## src/rtl/alu_pkg.sv

```systemverilog
// rtl/alu_pkg.sv - ALU opcodes, instruction opcode constants and the decoded bundle type
package alu_pkg;

  typedef enum logic [3:0] {
    ALU_ADD = 4'b0000,
    ALU_SUB = 4'b0001,
    ALU_AND = 4'b0010,
    ALU_OR  = 4'b0011,
    ALU_XOR = 4'b0100,
    ALU_NOR = 4'b0101,
    ALU_SLL = 4'b0110,
    ALU_SRL = 4'b0111,
    ALU_SRA = 4'b1000,
    ALU_SLT = 4'b1001
  } alu_op_e;

  localparam logic [6:0] OPC_OP      = 7'b0110011;
  localparam logic [6:0] OPC_OP_IMM  = 7'b0010011;
  localparam logic [6:0] OPC_CUSTOM0 = 7'b0001011;

  localparam logic [6:0] F7_ZERO = 7'b0000000;
  localparam logic [6:0] F7_ALT  = 7'b0100000;

  typedef struct packed {
    alu_op_e     alu_op;
    logic [4:0]  rs1;
    logic [4:0]  rs2;
    logic [4:0]  rd;
    logic [31:0] imm;
    logic        use_imm;
    logic        reg_write;
    logic        illegal;
  } dec_bundle_t;

  // funct3 mapping shared by OP and OP-IMM; 011 (unsigned compare) is rejected by the caller
  function automatic alu_op_e base_op(input logic [2:0] funct3);
    case (funct3)
      3'b001:  base_op = ALU_SLL;
      3'b010:  base_op = ALU_SLT;
      3'b100:  base_op = ALU_XOR;
      3'b101:  base_op = ALU_SRL;
      3'b110:  base_op = ALU_OR;
      3'b111:  base_op = ALU_AND;
      default: base_op = ALU_ADD;
    endcase
  endfunction

endpackage

```

## src/rtl/skid_buffer.sv

```systemverilog
// rtl/skid_buffer.sv - two-entry in-order skid buffer with registered ready and flush
module skid_buffer #(
  parameter int W = 8
) (
  input  logic         clk,
  input  logic         rst,
  input  logic         flush,
  input  logic         in_valid,
  output logic         in_ready,
  input  logic [W-1:0] in_data,
  output logic         out_valid,
  input  logic         out_ready,
  output logic [W-1:0] out_data
);

  logic [W-1:0] head_q;
  logic [W-1:0] tail_q;
  logic [1:0]   count_q;
  logic [1:0]   count_d;
  logic         push;
  logic         pop;

  assign out_valid = (count_q != 2'd0);
  assign out_data  = head_q;
  assign push      = in_valid && in_ready;
  assign pop       = out_valid && out_ready;

  always_comb begin
    count_d = count_q + {1'b0, push} - {1'b0, pop};
  end

  // ready is the next occupancy's free-slot flag, so out_ready never reaches in_ready combinationally
  always_ff @(posedge clk or posedge rst) begin
    if (rst) begin
      count_q  <= 2'd0;
      head_q   <= '0;
      tail_q   <= '0;
      in_ready <= 1'b1;
    end else if (flush) begin
      count_q  <= 2'd0;
      in_ready <= 1'b1;
    end else begin
      count_q  <= count_d;
      in_ready <= (count_d < 2'd2);
      if (pop) begin
        head_q <= (count_q == 2'd2) ? tail_q : in_data;
      end else if (push) begin
        if (count_q == 2'd0) head_q <= in_data;
        else                 tail_q <= in_data;
      end
    end
  end

endmodule

```

## src/rtl/alu_decode_stage.sv

```systemverilog
// rtl/alu_decode_stage.sv - RV32I-style integer decode into ALU controls, buffered by a skid buffer
module alu_decode_stage
  import alu_pkg::*;
(
  input  logic        clk,
  input  logic        rst,
  input  logic        in_valid,
  output logic        in_ready,
  input  logic [31:0] in_instr,
  input  logic        flush,
  output logic        out_valid,
  input  logic        out_ready,
  output logic [3:0]  out_alu_op,
  output logic [4:0]  out_rs1,
  output logic [4:0]  out_rs2,
  output logic [4:0]  out_rd,
  output logic [31:0] out_imm,
  output logic        out_use_imm,
  output logic        out_reg_write,
  output logic        out_illegal
);

  logic [6:0]  opcode;
  logic [2:0]  funct3;
  logic [6:0]  funct7;
  logic        legal;
  alu_op_e     op;
  logic [31:0] imm;
  logic        use_imm;
  dec_bundle_t dec;
  dec_bundle_t head;

  assign opcode = in_instr[6:0];
  assign funct3 = in_instr[14:12];
  assign funct7 = in_instr[31:25];

  always_comb begin
    legal   = 1'b0;
    op      = ALU_ADD;
    imm     = '0;
    use_imm = 1'b0;
    case (opcode)
      OPC_OP: begin
        if (funct7 == F7_ZERO && funct3 != 3'b011) begin
          legal = 1'b1;
          op    = base_op(funct3);
        end else if (funct7 == F7_ALT && funct3 == 3'b000) begin
          legal = 1'b1;
          op    = ALU_SUB;
        end else if (funct7 == F7_ALT && funct3 == 3'b101) begin
          legal = 1'b1;
          op    = ALU_SRA;
        end
      end
      OPC_OP_IMM: begin
        use_imm = 1'b1;
        case (funct3)
          3'b001: begin
            legal = (funct7 == F7_ZERO);
            op    = ALU_SLL;
            imm   = {27'b0, in_instr[24:20]};
          end
          3'b101: begin
            legal = (funct7 == F7_ZERO) || (funct7 == F7_ALT);
            op    = (funct7 == F7_ALT) ? ALU_SRA : ALU_SRL;
            imm   = {27'b0, in_instr[24:20]};
          end
          3'b011: legal = 1'b0;
          default: begin
            legal = 1'b1;
            op    = base_op(funct3);
            imm   = {{20{in_instr[31]}}, in_instr[31:20]};
          end
        endcase
      end
      OPC_CUSTOM0: begin
        if (funct3 == 3'b000 && funct7 == F7_ZERO) begin
          legal = 1'b1;
          op    = ALU_NOR;
        end
      end
      default: legal = 1'b0;
    endcase

    // illegal encodings still travel downstream, scrubbed to a harmless bundle so execute can trap
    dec           = '0;
    dec.rs1       = in_instr[19:15];
    dec.rs2       = in_instr[24:20];
    dec.rd        = in_instr[11:7];
    dec.alu_op    = legal ? op : ALU_ADD;
    dec.imm       = legal ? imm : 32'd0;
    dec.use_imm   = legal && use_imm;
    dec.reg_write = legal && (in_instr[11:7] != 5'd0);
    dec.illegal   = !legal;
  end

  skid_buffer #(
    .W($bits(dec_bundle_t))
  ) u_skid (
    .clk       (clk),
    .rst       (rst),
    .flush     (flush),
    .in_valid  (in_valid),
    .in_ready  (in_ready),
    .in_data   (dec),
    .out_valid (out_valid),
    .out_ready (out_ready),
    .out_data  (head)
  );

  assign out_alu_op    = head.alu_op;
  assign out_rs1       = head.rs1;
  assign out_rs2       = head.rs2;
  assign out_rd        = head.rd;
  assign out_imm       = head.imm;
  assign out_use_imm   = head.use_imm;
  assign out_reg_write = head.reg_write;
  assign out_illegal   = head.illegal;

endmodule

```

## config.mk

```make
export PLATFORM = sky130hd
export DESIGN_NAME = alu_decode_stage
export DESIGN_NICKNAME = d
export VERILOG_FILES = /design/src/rtl/alu_pkg.sv /design/src/rtl/skid_buffer.sv /design/src/rtl/alu_decode_stage.sv
export SDC_FILE = /design/constraint.sdc
export NUM_CORES = 1
export LEC_CHECK = 0
export ABC_AREA = 1
export BUFFER_PORTS_ARGS = -buffer_cell sky130_fd_sc_hd__buf_2
export CORE_ASPECT_RATIO = 0.7
export CORE_MARGIN = 2
export CORE_UTILIZATION = 45
export CTS_BUF_LIST = sky130_fd_sc_hd__clkbuf_4 sky130_fd_sc_hd__clkbuf_8
export DETAILED_ROUTE_END_ITERATION = 10
export GPL_TIMING_DRIVEN = 1
export PLACE_DENSITY = 0.66
export SLEW_MARGIN = 20
export SYNTH_ARGS = -nofsm -noshare
export SYNTH_HDL_FRONTEND = slang
export SYNTH_HIERARCHICAL = 1
export SYNTH_SLANG_ARGS = --single-unit
```

## constraint.sdc

```tcl
create_clock -name clk -period 4.2 [get_ports clk]
set_clock_uncertainty 0.15 [all_clocks]
set_input_delay 0.21 -clock clk [delete_from_list [all_inputs] [get_ports clk]]
set_output_delay 0.21 -clock clk [all_outputs]
set_load 0.01 [all_outputs]
```

==> results.md <==
- Result of the run: complete, no violations
- Instance count after placement with tap cells included: 998
- Maximum vdd ir drop: 548 uV
- CTS tree: done
- Clock period minus final worst setup slack: 2.39 ns
- Endpoint class of the critical path: flip-flop
- Share of layout cells above drive strength 1: 17.5%
- CTS Sinks: 111
- Overall die area: 0.0137 mm2
- Switching share of power: 38.9%
- Count of endpoints failing setup in the final report: 0
- Die Wd: 139 um
- Vias per std cell: 5.20
- RSZ-0062 raised after global routing: false
- I/O pin total: 93
- Peak Freq: 419 MHz
- Post-CTS Repair Setup Buffers: 0
- HPWL Detailed: 8850 um
- Count of unique library cells instantiated by Yosys: 29
- Cell-by-cell trace of the critical path: inv_2 -> buf_4 -> nand3_4 -> nand2_1 -> nand2_1 -> nand2_1 -> nand2_1
- Number of pins exceeding their max-slew limit in the final report: 0
- Period Utilization, post-route: 56.9%
- Number of standard cells in the final layout excluding fillers: 1031
- Initial antenna violation count: 0
- Clock Power Share: 22.4%
- Area delta synth->final: 16.1%
- Latest clock arrival within the worst-skew pair: 0.37 ns
- Vias after detailed routing: 5362
- Number of nets still failing antenna checks after routing: 0
- Min-delay worst type: in -> reg
- Syn Area/Cell: 7.31 um2
- Kind of start point of the critical path: flip-flop
- Maximum level of the CTS H-tree: 3
- # diodes: 0
- Post-synthesis cell count: 784
- Number of synthesized register bits: 111
- Buffer depth of the longest clock path: 2
- Leakage power figure: 3.90 nW
- Proportion of synthesized chip area in sequential cells: 48.5%
- Port Buf Inserts: 92
- Worst path most repeated cell: sky130_fd_sc_hd__nand2_1
- Number of clock buffers inserted by TritonCTS: 9
- Start-to-end type of the worst setup path: reg -> reg
- Number of placement rows: 34
- Rel. slew slack: 41.6%
- Net count reported at finish: 905
- Sum Neg Setup Slack: 0 ns
- WP data required: 4.31 ns
- Total global-route track usage: 22.0%
- Wire length of the first global-routing pass: 24900 um
- Max Cap Viol: 0
- Share of power burned in combinational logic: 32.9%
- Standard cell core area: 0.0124 mm2
- Slowest-stage cell, CP: sky130_fd_sc_hd__nand3_4
- Post-CTS Hold Buffers: 17
- GP Congestion: 0.840
- Die Y: 98.4 um
- Detailed Route WL: 14500 um
- Areal power density over the cells: 443 mW/mm2
- Maximum number of pins on one net before global-route repair: 71
- Reg power frac: 44.7%
- Total gr overflow: 0
- Count of endpoints failing hold in the final timing report: 0
- Clock transition at the registers of the reported paths: 0.10 ns
- Largest incremental delay on the critical path: 0.67 ns
- Count of cells resized by post-cts repair: 0
- Clock Root Buffer: sky130_fd_sc_hd__clkbuf_8
- Worst Path Max Fanout: 55
- Starting DRT DRC Count: 507
- Slew at the pin closest to its max-slew limit: 0.876 ns
- Initial core utilization: 46.1%
- Arrival time of the worst setup path: 2.50 ns
- Routed length per instance: 14.1 um
- Nets in the synthesized netlist: 824
- Total number of yosys warnings: 6
- P_sw: 1.15 mW
- P_int: 1.80 mW
- Mapped cell area: 0.00573 mm2
- Detailed Routing Iterations Pass 1: 5
- Number of global-route vias before repair: 5113
- Number of design rule violations left after detail routing: 0
## power groups by stage
| stage | Clock, mW | Combinational [mW] | Sequential, mW |
|---|---|---|---|
| 6_report | 0.659 | 0.970 | 1.32 |
| 5_1_grt | 0.724 | 1.08 | 1.34 |
| 4_1_cts | 0.681 | 0.948 | 1.32 |
| 3_5_place_dp | 0 | 0.935 | 1.34 |
| 3_3_place_gp | 0 | 0.913 | 1.33 |
| 2_1_floorplan | 0 | 0.625 | 1.37 |
## state kept, by name, indices dropped and copies added, names as in the netlist
signal           cells
u_skid/tail_q       54
u_skid/out_data     54
u_skid/in_ready      1
u_skid/count_q       2
## cell families after synthesis
kind of cell	Yosys count	synth area share, %
AND/OR/NAND/NOR	582	43.8
flip-flops	111	48.5
buffers and inverters	77	5.92
AO/OA/AOI/OAI	11	1.14
adder cells (fa/ha/maj)	3	0.655
## cell usage after synthesis
cell                       number  area (um2)
sky130_fd_sc_hd__nand2_1      416        1560
sky130_fd_sc_hd__dfrtp_1      110        2750
sky130_fd_sc_hd__nand3_1       67         335
sky130_fd_sc_hd__nand4_1       56         350
sky130_fd_sc_hd__buf_2         35         175
sky130_fd_sc_hd__nor2_1        21        78.8
sky130_fd_sc_hd__inv_1         18        67.6
sky130_fd_sc_hd__inv_2         10        37.5
sky130_fd_sc_hd__clkbuf_1       7        26.3
sky130_fd_sc_hd__nor2_2         6        37.5
sky130_fd_sc_hd__a21oi_1        5        25.0
sky130_fd_sc_hd__buf_1          5        18.8
sky130_fd_sc_hd__nand3_2        5        50.1
sky130_fd_sc_hd__ha_1           3        37.5
sky130_fd_sc_hd__nand2_4        3        33.8
sky130_fd_sc_hd__nand2_2        2        12.5
sky130_fd_sc_hd__nor2_4         2        22.5
sky130_fd_sc_hd__o21ai_0        2        10.0
sky130_fd_sc_hd__a22o_1         1        8.76
sky130_fd_sc_hd__buf_4          1        7.51
sky130_fd_sc_hd__dfstp_2        1        26.3
sky130_fd_sc_hd__inv_4          1        6.26
sky130_fd_sc_hd__nand3b_1       1        7.51
sky130_fd_sc_hd__nor3_1         1        5.00
sky130_fd_sc_hd__nor3b_1        1        7.51
sky130_fd_sc_hd__o211ai_1       1        7.51
sky130_fd_sc_hd__o21ai_1        1        5.00
sky130_fd_sc_hd__o21ai_2        1        8.76
sky130_fd_sc_hd__or2_2          1        6.26
## layer usage
layer / routed length, um / GRT usage (%)
met1: 6980 / 31.0
met5: 0 / 0
met3: 856 / 4.51
met2: 6450 / 34.9
met4: 237 / 5.91
## cell type report
class	count	area [um2]
multi-input cells	596	2640
repair buffers	118	718
clock inverters	4	55.1
well taps	162	203
fillers	1209	5770
flip-flops and latches	111	2780
inverters	29	114
clock buffers	11	145
## critical path, delay by kind of cell (launching register included)
| kind | cells | cell delay (ns) |
|---|---|---|
| AND/OR/NAND/NOR | 5 | 1.11 |
| buffers and inverters | 2 | 0.55 |
| flip-flops | 1 | 0.43 |
## layout by cell type, fill, tap and decap left out, types with 5 or more instances in the layout
cell and instances:
sky130_fd_sc_hd__inv_2 10, sky130_fd_sc_hd__buf_4 8, sky130_fd_sc_hd__nor2_2 6, sky130_fd_sc_hd__inv_1 17, sky130_fd_sc_hd__buf_2 92, sky130_fd_sc_hd__a21oi_1 5
sky130_fd_sc_hd__nand3_1 66, sky130_fd_sc_hd__nand2_1 416, sky130_fd_sc_hd__clkbuf_8 10, sky130_fd_sc_hd__nand4_1 56, sky130_fd_sc_hd__dlygate4sd3_1 17, sky130_fd_sc_hd__dfrtp_1 109
sky130_fd_sc_hd__nor2_1 20, sky130_fd_sc_hd__nand3_2 5
## metrics by stage
step | cell area, um2 | setup WS (ns) | util, % | power [mW] | hold WS, ns
after floorplan | 5730 | 0.911 | - | 1.99 | 0.125
after global placement | 6250 | 1.43 | 50.3 | 2.24 | 0.304
after detailed placement | 6250 | 1.38 | 50.3 | 2.27 | 0.308
after CTS | 6620 | 1.36 | 53.3 | 2.95 | 0.0250
after global routing | 6650 | 1.61 | 53.6 | 3.14 | 0.0576
final | 6650 | 1.81 | 53.6 | 2.95 | 0.0465
## worst paths after layout
| path | from | end | slack [ns] | cells after the start |
|---|---|---|---|---|
| max | u_skid/count_q[0] | u_skid/out_data[9] | 1.81 | 7 |
| min in group asynchronous | rst | u_skid/out_data[12] | 0.38 | 3 |
| max reg2reg | u_skid/count_q[0] | u_skid/out_data[9] | 1.81 | 7 |
| max in group asynchronous | rst | u_skid/out_data[34] | 2.44 | 4 |
| min | in_instr[28] | u_skid/tail_q[11] | 0.05 | 5 |
| min reg2reg | u_skid/tail_q[8] | u_skid/tail_q[8] | 0.33 | 2 |
(Power assumes the default switching activity.)
